File: src/rtl/opcode_sequencer_pkg.sv
// opcode_sequencer_pkg: shared types and constants for the opcode sequencer and its program store.
package opcode_sequencer_pkg;
  localparam int OP_W = 20;
  localparam logic [OP_W-1:0] NOP = '0;
  localparam int OP_HI = 19;
  localparam int OP_LO = 16;
  localparam int A_HI = 15;
  localparam int A_LO = 8;
  localparam int B_HI = 7;
  localparam int B_LO = 0;
  typedef enum logic [2:0] {IDLE, FETCH, ISSUE, RELEASE, FINISH} seqState_t;
endpackage

File: src/rtl/opcode_sequencer_program_store.sv
// opcode_sequencer_program_store: DEPTH x OP_W program memory, one sync write port and one registered read port.
module opcode_sequencer_program_store
  import opcode_sequencer_pkg::*;
#(
  parameter int DEPTH = 16,
  parameter int ADDR_W = 4
) (
  input  logic              Clock,
  input  logic              WrEn,
  input  logic [ADDR_W-1:0] WrAddr,
  input  logic [OP_W-1:0]   WrData,
  input  logic [ADDR_W-1:0] RdAddr,
  output logic [OP_W-1:0]   RdData
);
  logic [OP_W-1:0] mem [DEPTH];
  always_ff @(posedge Clock) begin
    if (WrEn) mem[WrAddr] <= WrData;
    RdData <= mem[RdAddr];
  end
endmodule

File: src/rtl/opcode_sequencer.sv
// opcode_sequencer: issues a loaded opcode program over the OpCode/Done handshake with a per-edge watchdog.
module opcode_sequencer
  import opcode_sequencer_pkg::*;
#(
  parameter int DEPTH = 16,
  parameter int ADDR_W = 4,
  parameter int TIMEOUT = 255
) (
  input  logic              Clock,
  input  logic              Reset,
  input  logic              LoadEn,
  input  logic [ADDR_W-1:0] LoadAddr,
  input  logic [OP_W-1:0]   LoadData,
  input  logic [ADDR_W:0]   Length,
  input  logic              Start,
  input  logic              Abort,
  output logic [OP_W-1:0]   OpCode,
  input  logic              Done,
  output logic [ADDR_W-1:0] Pc,
  output logic              Busy,
  output logic              Finished,
  output logic              Error
);
  localparam int WD_W = $clog2(TIMEOUT + 1);
  localparam logic [WD_W-1:0] WD_LAST = WD_W'(TIMEOUT - 1);
  localparam logic [ADDR_W:0] DEPTH_L = (ADDR_W + 1)'(DEPTH);
  seqState_t state, stateNext;
  logic [OP_W-1:0] rdData, opNext;
  logic [ADDR_W-1:0] pcNext;
  logic [ADDR_W:0] len, lenNext;
  logic [WD_W-1:0] watchdog, wdNext;
  logic readReady, readyNext, errNext, lastWord, timeoutHit;
  opcode_sequencer_program_store #(.DEPTH(DEPTH), .ADDR_W(ADDR_W)) store (
    .Clock(Clock),
    .WrEn(LoadEn && !Busy),
    .WrAddr(LoadAddr),
    .WrData(LoadData),
    .RdAddr(Pc),
    .RdData(rdData)
  );
  assign Busy = state != IDLE;
  assign Finished = state == FINISH;
  assign lastWord = {1'b0, Pc} == len - 1'b1;
  assign timeoutHit = watchdog == WD_LAST;
  // FETCH spends one cycle for the registered read of mem[Pc], then acts on the word.
  always_comb begin
    stateNext = state;
    opNext = OpCode;
    pcNext = Pc;
    lenNext = len;
    wdNext = watchdog;
    errNext = Error;
    readyNext = 1'b0;
    if (Abort) begin
      stateNext = IDLE;
      opNext = NOP;
    end else begin
      case (state)
        IDLE: if (Start) begin
          if (Length != '0) begin
            lenNext = (Length > DEPTH_L) ? DEPTH_L : Length;
            pcNext = '0;
            errNext = 1'b0;
            stateNext = FETCH;
          end else stateNext = FINISH;
        end
        FETCH: if (!readReady) readyNext = 1'b1;
        else if (rdData != NOP) begin
          opNext = rdData;
          wdNext = '0;
          stateNext = ISSUE;
        end else if (lastWord) stateNext = FINISH;
        else pcNext = Pc + 1'b1;
        ISSUE: if (Done) begin
          opNext = NOP;
          wdNext = '0;
          stateNext = RELEASE;
        end else if (timeoutHit) begin
          errNext = 1'b1;
          opNext = NOP;
          stateNext = IDLE;
        end else wdNext = watchdog + 1'b1;
        RELEASE: if (!Done) begin
          stateNext = lastWord ? FINISH : FETCH;
          pcNext = lastWord ? Pc : Pc + 1'b1;
        end else if (timeoutHit) begin
          errNext = 1'b1;
          stateNext = IDLE;
        end else wdNext = watchdog + 1'b1;
        FINISH: stateNext = IDLE;
        default: stateNext = IDLE;
      endcase
    end
  end
  always_ff @(posedge Clock or posedge Reset) begin
    if (Reset) begin
      state <= IDLE;
      OpCode <= NOP;
      Pc <= '0;
      len <= '0;
      watchdog <= '0;
      Error <= 1'b0;
      readReady <= 1'b0;
    end else begin
      state <= stateNext;
      OpCode <= opNext;
      Pc <= pcNext;
      len <= lenNext;
      watchdog <= wdNext;
      Error <= errNext;
      readReady <= readyNext;
    end
  end
endmodule
File: config.mk
export PLATFORM = sky130hd
export DESIGN_NAME = opcode_sequencer
export DESIGN_NICKNAME = d
export VERILOG_FILES = /design/src/rtl/opcode_sequencer_pkg.sv /design/src/rtl/opcode_sequencer_program_store.sv /design/src/rtl/opcode_sequencer.sv
export SDC_FILE = /design/constraint.sdc
export NUM_CORES = 1
export LEC_CHECK = 0
export BUFFER_PORTS_ARGS = -buffer_cell sky130_fd_sc_hd__buf_2
export CAP_MARGIN = 0
export CORE_MARGIN = 4
export CORE_UTILIZATION = 35
export DETAILED_ROUTE_END_ITERATION = 8
export GPL_TIMING_DRIVEN = 0
export MAX_ROUTING_LAYER = met4
export PLACE_DENSITY_LB_ADDON = 0.08
export REMOVE_ABC_BUFFERS = 1
export SETUP_SLACK_MARGIN = 0.15
export SLEW_MARGIN = 15
export SYNTH_ARGS = -nofsm -noshare
export SYNTH_HDL_FRONTEND = slang
export SYNTH_HIERARCHICAL = 1
export SYNTH_SLANG_ARGS = --single-unit
export TNS_END_PERCENT = 30
File: constraint.sdc
create_clock -name Clock -period 4.7 [get_ports Clock]
set_input_delay 0.235 -clock Clock [delete_from_list [all_inputs] [get_ports Clock]]
set_output_delay 0.235 -clock Clock [all_outputs]
set_load 0.05 [all_outputs]
Word-level counts from Yosys, hierarchy flattened

Memories as Yosys holds them, arrays and structs flattened. A register that Yosys moved wholly into a read port is not among the register bits.
Index checks and enable logic that the tools add are counted.

Input bits: 35
RAM bits: 320
Memories kept: 1
Register bits after elaboration: 42

$lt $le $gt $ge: 1
Bitwise operators: 1
Reductions and logical operators: 16
Add/sub/neg operators: 3
Eq/ne operators: 19
Multiplexer cells: 42

Memories:

| name      | depth | width | rd ports | clocked after Yosys merged registers in | wr ports | RTL line                             | text |
|---|---|---|---|---|---|---|---|
| store.mem | 16    | 20    | 1        | 1                                       | 1        | opcode_sequencer_program_store.sv:15 | `logic [OP_W-1:0] mem [DEPTH];` |

Operators with widths:

| kind                  | number |
|---|---|
| $mux W20              | 5 |
| $mux W8               | 5 |
| $pmux W20 S2          | 1 |
| $mux W3               | 10 |
| $mux W4               | 6 |
| $pmux W8 S3           | 1 |
| $reduce_bool A20 Y1   | 1 |
| $ne A2 B2 Y1 const B  | 8 |
| $reduce_bool A3 Y1    | 5 |
| $pmux W3 S4           | 1 |
| $pmux W4 S3           | 1 |
| $mux W1               | 10 |
| $ne A3 B3 Y1 const B  | 3 |
| $add A8 B1 Y8 const B | 1 |
| $eq A8 B8 Y1 const B  | 1 |
| $ne A4 B4 Y1 const B  | 2 |
| $reduce_and A4 Y1     | 2 |
| $reduce_and A7 Y1     | 1 |
| $eq A3 B2 Y1 const B  | 2 |
| $reduce_and A6 Y1     | 1 |
| $eq A4 B5 Y1          | 1 |
| $gt A5 B5 Y1 const B  | 1 |
| $mux W5               | 1 |
| $reduce_and A5 Y1     | 1 |
| other kinds (11)      | 11 |

Depth between registers and ports, before layout

Word-level depth: 7
Mapped depth: 8

Cells and area by module

The synthesis kept the hierarchy.

Modules (own cells, without submodules):

| module                         | cells each | area each (um^2) | seq. area each (um^2) | instances |
|---|---|---|---|---|
| opcode_sequencer_program_store | 533        | 12530.8          | 10009.6               | 1 |
| opcode_sequencer               | 226        | 2269.7           | 1051.0                | 1 |

Least setup slack after synthesis

Ideal clock, no wire load.

Path type: flip-flop to flip-flop
From: register state[0]
To: memory store.mem[0][0] (enable)
Period minus slack after synthesis: 3.462 ns
Stages on the path, launching flop included: 6
Required time: 4.278 ns
Setup time: 0.422 ns
Arrival: 3.040 ns
Setup slack: 1.238 ns
Cells stage by stage: dfrtp_1 > buf_2 > nor3_1 > and2_1 > or3b_2 > nor3_1

Longest elaborated chain between the ends: 5

RTL lines:

| item                          | RTL line                             | text |
|---|---|---|
| start: declaration            | opcode_sequencer.sv:27               | `seqState_t state, stateNext;` |
| start signal: assignment      | opcode_sequencer.sv:105              | `state <= stateNext;` |
| $reduce_bool A3 Y1            | opcode_sequencer.sv:41               | `assign Busy = state != IDLE;` |
| $logic_not A1 Y1              | opcode_sequencer.sv:35               | `.WrEn(LoadEn && !Busy),` |
| $logic_and A1 B1 Y1           | opcode_sequencer.sv:35               |  |
| $mux W1                       | opcode_sequencer_program_store.sv:17 | `if (WrEn) mem[WrAddr] <= WrData;` |
| $mux W1 (implied by the code) | opcode_sequencer_program_store.sv:17 |  |
| end: declaration              | opcode_sequencer_program_store.sv:15 |  |

No other way between the ends.

Final worst setup path

From: register state[0]
To: memory store.mem[0][16] (enable)

Same word-level chain as after synthesis.

==> results by group <==
CTS
  – Clk buf depth: 3
  – Post-cts sizing count: 0
  – H-tree depth: 2
  – Num CTS Buffers: 42
  – TritonCTS clock tree: built
  – Clock root cell: clkbuf_16
  – Worst skew pair latency: approximately 0.54 ns
  – CTS clk-pin slew, worst paths: 0.06 ns
  – Clock Sinks: between 300 and 400

Pwr
  – Tot Pwr: 9236 uW
  – VDD IR max: about 210 uV
  – PD cells: between 500 and 600 nW/um^2
  – Leakage: ~0.006 uW

Routing
  – WL/cell: between 20 and 30 um
  – DRT Pass-1 Iters: 5
  – Vias per cell: 5.450
  – DRC viols: 0
  – Routed Antenna Nets: 0
  – Initial drt markers: 861
  – Total routed wirelength: ~38,000 um
  – Routed vias: slightly below 8,000

Die
  – Core area: roughly 42,000 um^2
  – IO Pins: 62
  – Die Wd: around 210 um
  – Initial core utilization: 0.3536
  – Site Rows: 75
  – Die height: 213.6 um
  – DIE AREA: around 46,000 um^2

STA
  – Fin. max-slew vios: 0
  – Final hold vios: 0
  – Skew final: ~0.018 ns
  – RSZ-0062 raised after global routing: false
  – Worst-margin pin slew: 1.144 ns
  – Final setup viols: 0
  – Slew HR: 0.2306
  – Fin worst setup slack: 1.174 ns
  – Setup_tns: 0 ns
  – Maximum achievable frequency: around 280 MHz
  – Tmin final: around 3.5 ns
  – Tcrit/Tclk final: 0.7503

Outcome
  – Status: complete, no violations

Critical path
  – Delay-heaviest family, CP: simple AND/OR/NAND/NOR gates
  – Type of the worst setup path: reg2reg
  – Req. time, crit path: ~5 ns
  – CP most frequent cell: buf_4
  – R2R Path Start: state[0]
  – Critical Path End Type: flip-flop
  – Largest stage delay on the critical path: between 0.6 and 0.7 ns
  – Critical Path Start: state[0]
  – Buf/Inv on CP: 2
  – Crit-path slowest cell: nor3_2
  – CP cell instances: nor3_1 > and2_1 > or3b_2 > nor3_2 > buf_4 > buf_4
  – Crit path max fanout: 11
  – Crit start category: flip-flop
  – Critical path arrival: ~3.8 ns

Min path
  – Hold Path Class: in2reg
  – Hold_sp: LoadData[4]

Synthesis
  – Syn_area_per_cell: a little under 20 um^2
  – Synth cell types: between 50 and 60
  – Predominant post-synthesis flop cell: edfxtp_1
  – Main area contributors after synthesis: edfxtp_1 65%, mux4_2 9.7%, dfrtp_1 7.1%, mux4_1 2.8%, dfxtp_1 2.7%
  – Yosys reg bits: between 300 and 400
  – Seq/Total Area, Yosys: 0.7473
  – Post-Synthesis Cells: around 760
  – Syn Std Cell Area: 14,800 um^2
  – Yosys warns: 6
  – EDFF count, synth: 320
  – Largest area contributor in the netlist: edfxtp_1
  – Synth top area share: 0.6493
  – Async SR Flop Fraction: 0.1099

Placement
  – Place WS: roughly 1.3 ns
  – Buffers on Ports: ~60
  – GPL Wtd Cong: 0.8044
  – Placed Area: between 15,000 and 20,000 um^2
  – DP Wirelength: approximately 24,000 um

Global routing
  – First-pass GRT wire length: approximately 55,000 um
  – Gr usage total: 0.1723
  – Vias in the first global route: roughly 8,200
  – Pin count of the biggest net entering global routing: 50
  – Grt ovf: 0
  – Initial antenna violation count: 2

Final layout
  – Final Cell Area: 17,690 um^2
  – Most frequent cells in the layout: 320 x edfxtp_1, 64 x mux4_2, 61 x buf_2, 43 x nand2_1, 43 x clkbuf_16
  – Most common cell after layout, fill and taps aside: edfxtp_1
  – Fraction of layout cells with a size suffix above 1: 0.2832
  – Nets: roughly 910
  – Synthesis-to-layout area growth: 19.51%

Job
  – Max Cap Violations: 0
[state kept, by name (all words and copies together) (netlist names)]
name and flops:
OpCode 20, Error 1, state 3, watchdog 8, Pc 4, len 5
readReady 1, store/RdData 20, store/mem 320
[cells in the mapped netlist, drive strengths merged, types with 3 or more instances]
| cell type | instances |
|---|---|
| nor3 | 13 |
| ha | 4 |
| buf | 17 |
| mux4 | 80 |
| and3 | 5 |
| edfxtp | 320 |
| a22oi | 40 |
| o211ai | 4 |
| dfxtp | 20 |
| nand2b | 9 |
| nand2 | 43 |
| nor3b | 3 |
| nand3 | 12 |
| nor2b | 3 |
| clkbuf | 20 |
| nor2 | 20 |
| a21oi | 8 |
| xor2 | 4 |
| nor4 | 6 |
| a32o | 21 |
| dfrtp | 42 |
| inv | 14 |
| nand4 | 3 |
| o21ai | 13 |
[per-stage QoR]
stage | hold WS, ns | std cells | util
2_1_floorplan | 0.3014 | 722 | -
3_3_place_gp | 0.4723 | 1322 | 0.3719
3_5_place_dp | 0.1751 | 1356 | 0.3886
4_1_cts | 0.04175 | 1436 | 0.4225
5_1_grt | 0.06232 | 1437 | 0.4226
6_report | 0.06951 | 1437 | 0.4226
[cells by family (layout without fill, tap and decap cells)]
kind of cell	count (synthesis)	count (layout)	share of synthesized area
flops	382	382	0.7473
simple gates	129	129	0.04413
compound gates	102	102	0.05317
mux	83	83	0.1282
buf+inv	51	189	0.01801
xor+xnor	7	7	0.005072
fa+ha+maj	5	5	0.004142
other cells	0	1	0
[area by class of cell]
cell class              count  area, um^2
inverters                  14       52.55
clock buffers              57        1169
repair buffers            101       914.6
well taps                 539       674.4
multi-input cells         326        3621
fillers                  3610       24160
diodes                      1       2.502
flip-flops and latches    382       11070
clock inverters            17       186.4
[path summary, 6_finish.rpt]
path / endpoint / slack, ns / depth (start not counted)
worst min-delay path: store/mem[7][4] / 0.07 / 1
max in group asynchronous: Pc[0] / 4.01 / 4
worst max register to register: store/mem[0][16] / 1.17 / 6
min in group asynchronous: OpCode[11] / 0.19 / 3
worst min register to register: OpCode[2] / 0.49 / 1
worst max-delay path: store/mem[0][16] / 1.17 / 6
[routing by layer]
layer | up-vias | routed length [um] | track usage
met3 | 65 | 2331 | 0.03072
met2 | 285 | 18240 | 0.2757
met5 | - | 0 | -
li1 | 3370 | - | -
met4 | 0 | 887 | 0.04613
met1 | 4111 | 16520 | 0.2307
[power breakdown]
group | switching (uW) | internal [uW] | leakage, uW
clock | 1270 | 1960 | 0.000657
sequential | 333 | 3900 | 0.00363
combinational | 891 | 896 | 0.00163
total | 2490 | 6750 | 0.00591
[repair_timing]
| action | 4_1_cts | 5_1_grt |
|---|---|---|
| setup buffers | 0 | 0 |
| hold buffers | 6 | 0 |
| hold endpoints to repair | 48 | 0 |
Note: power is estimated with default switching activity, not from simulation.
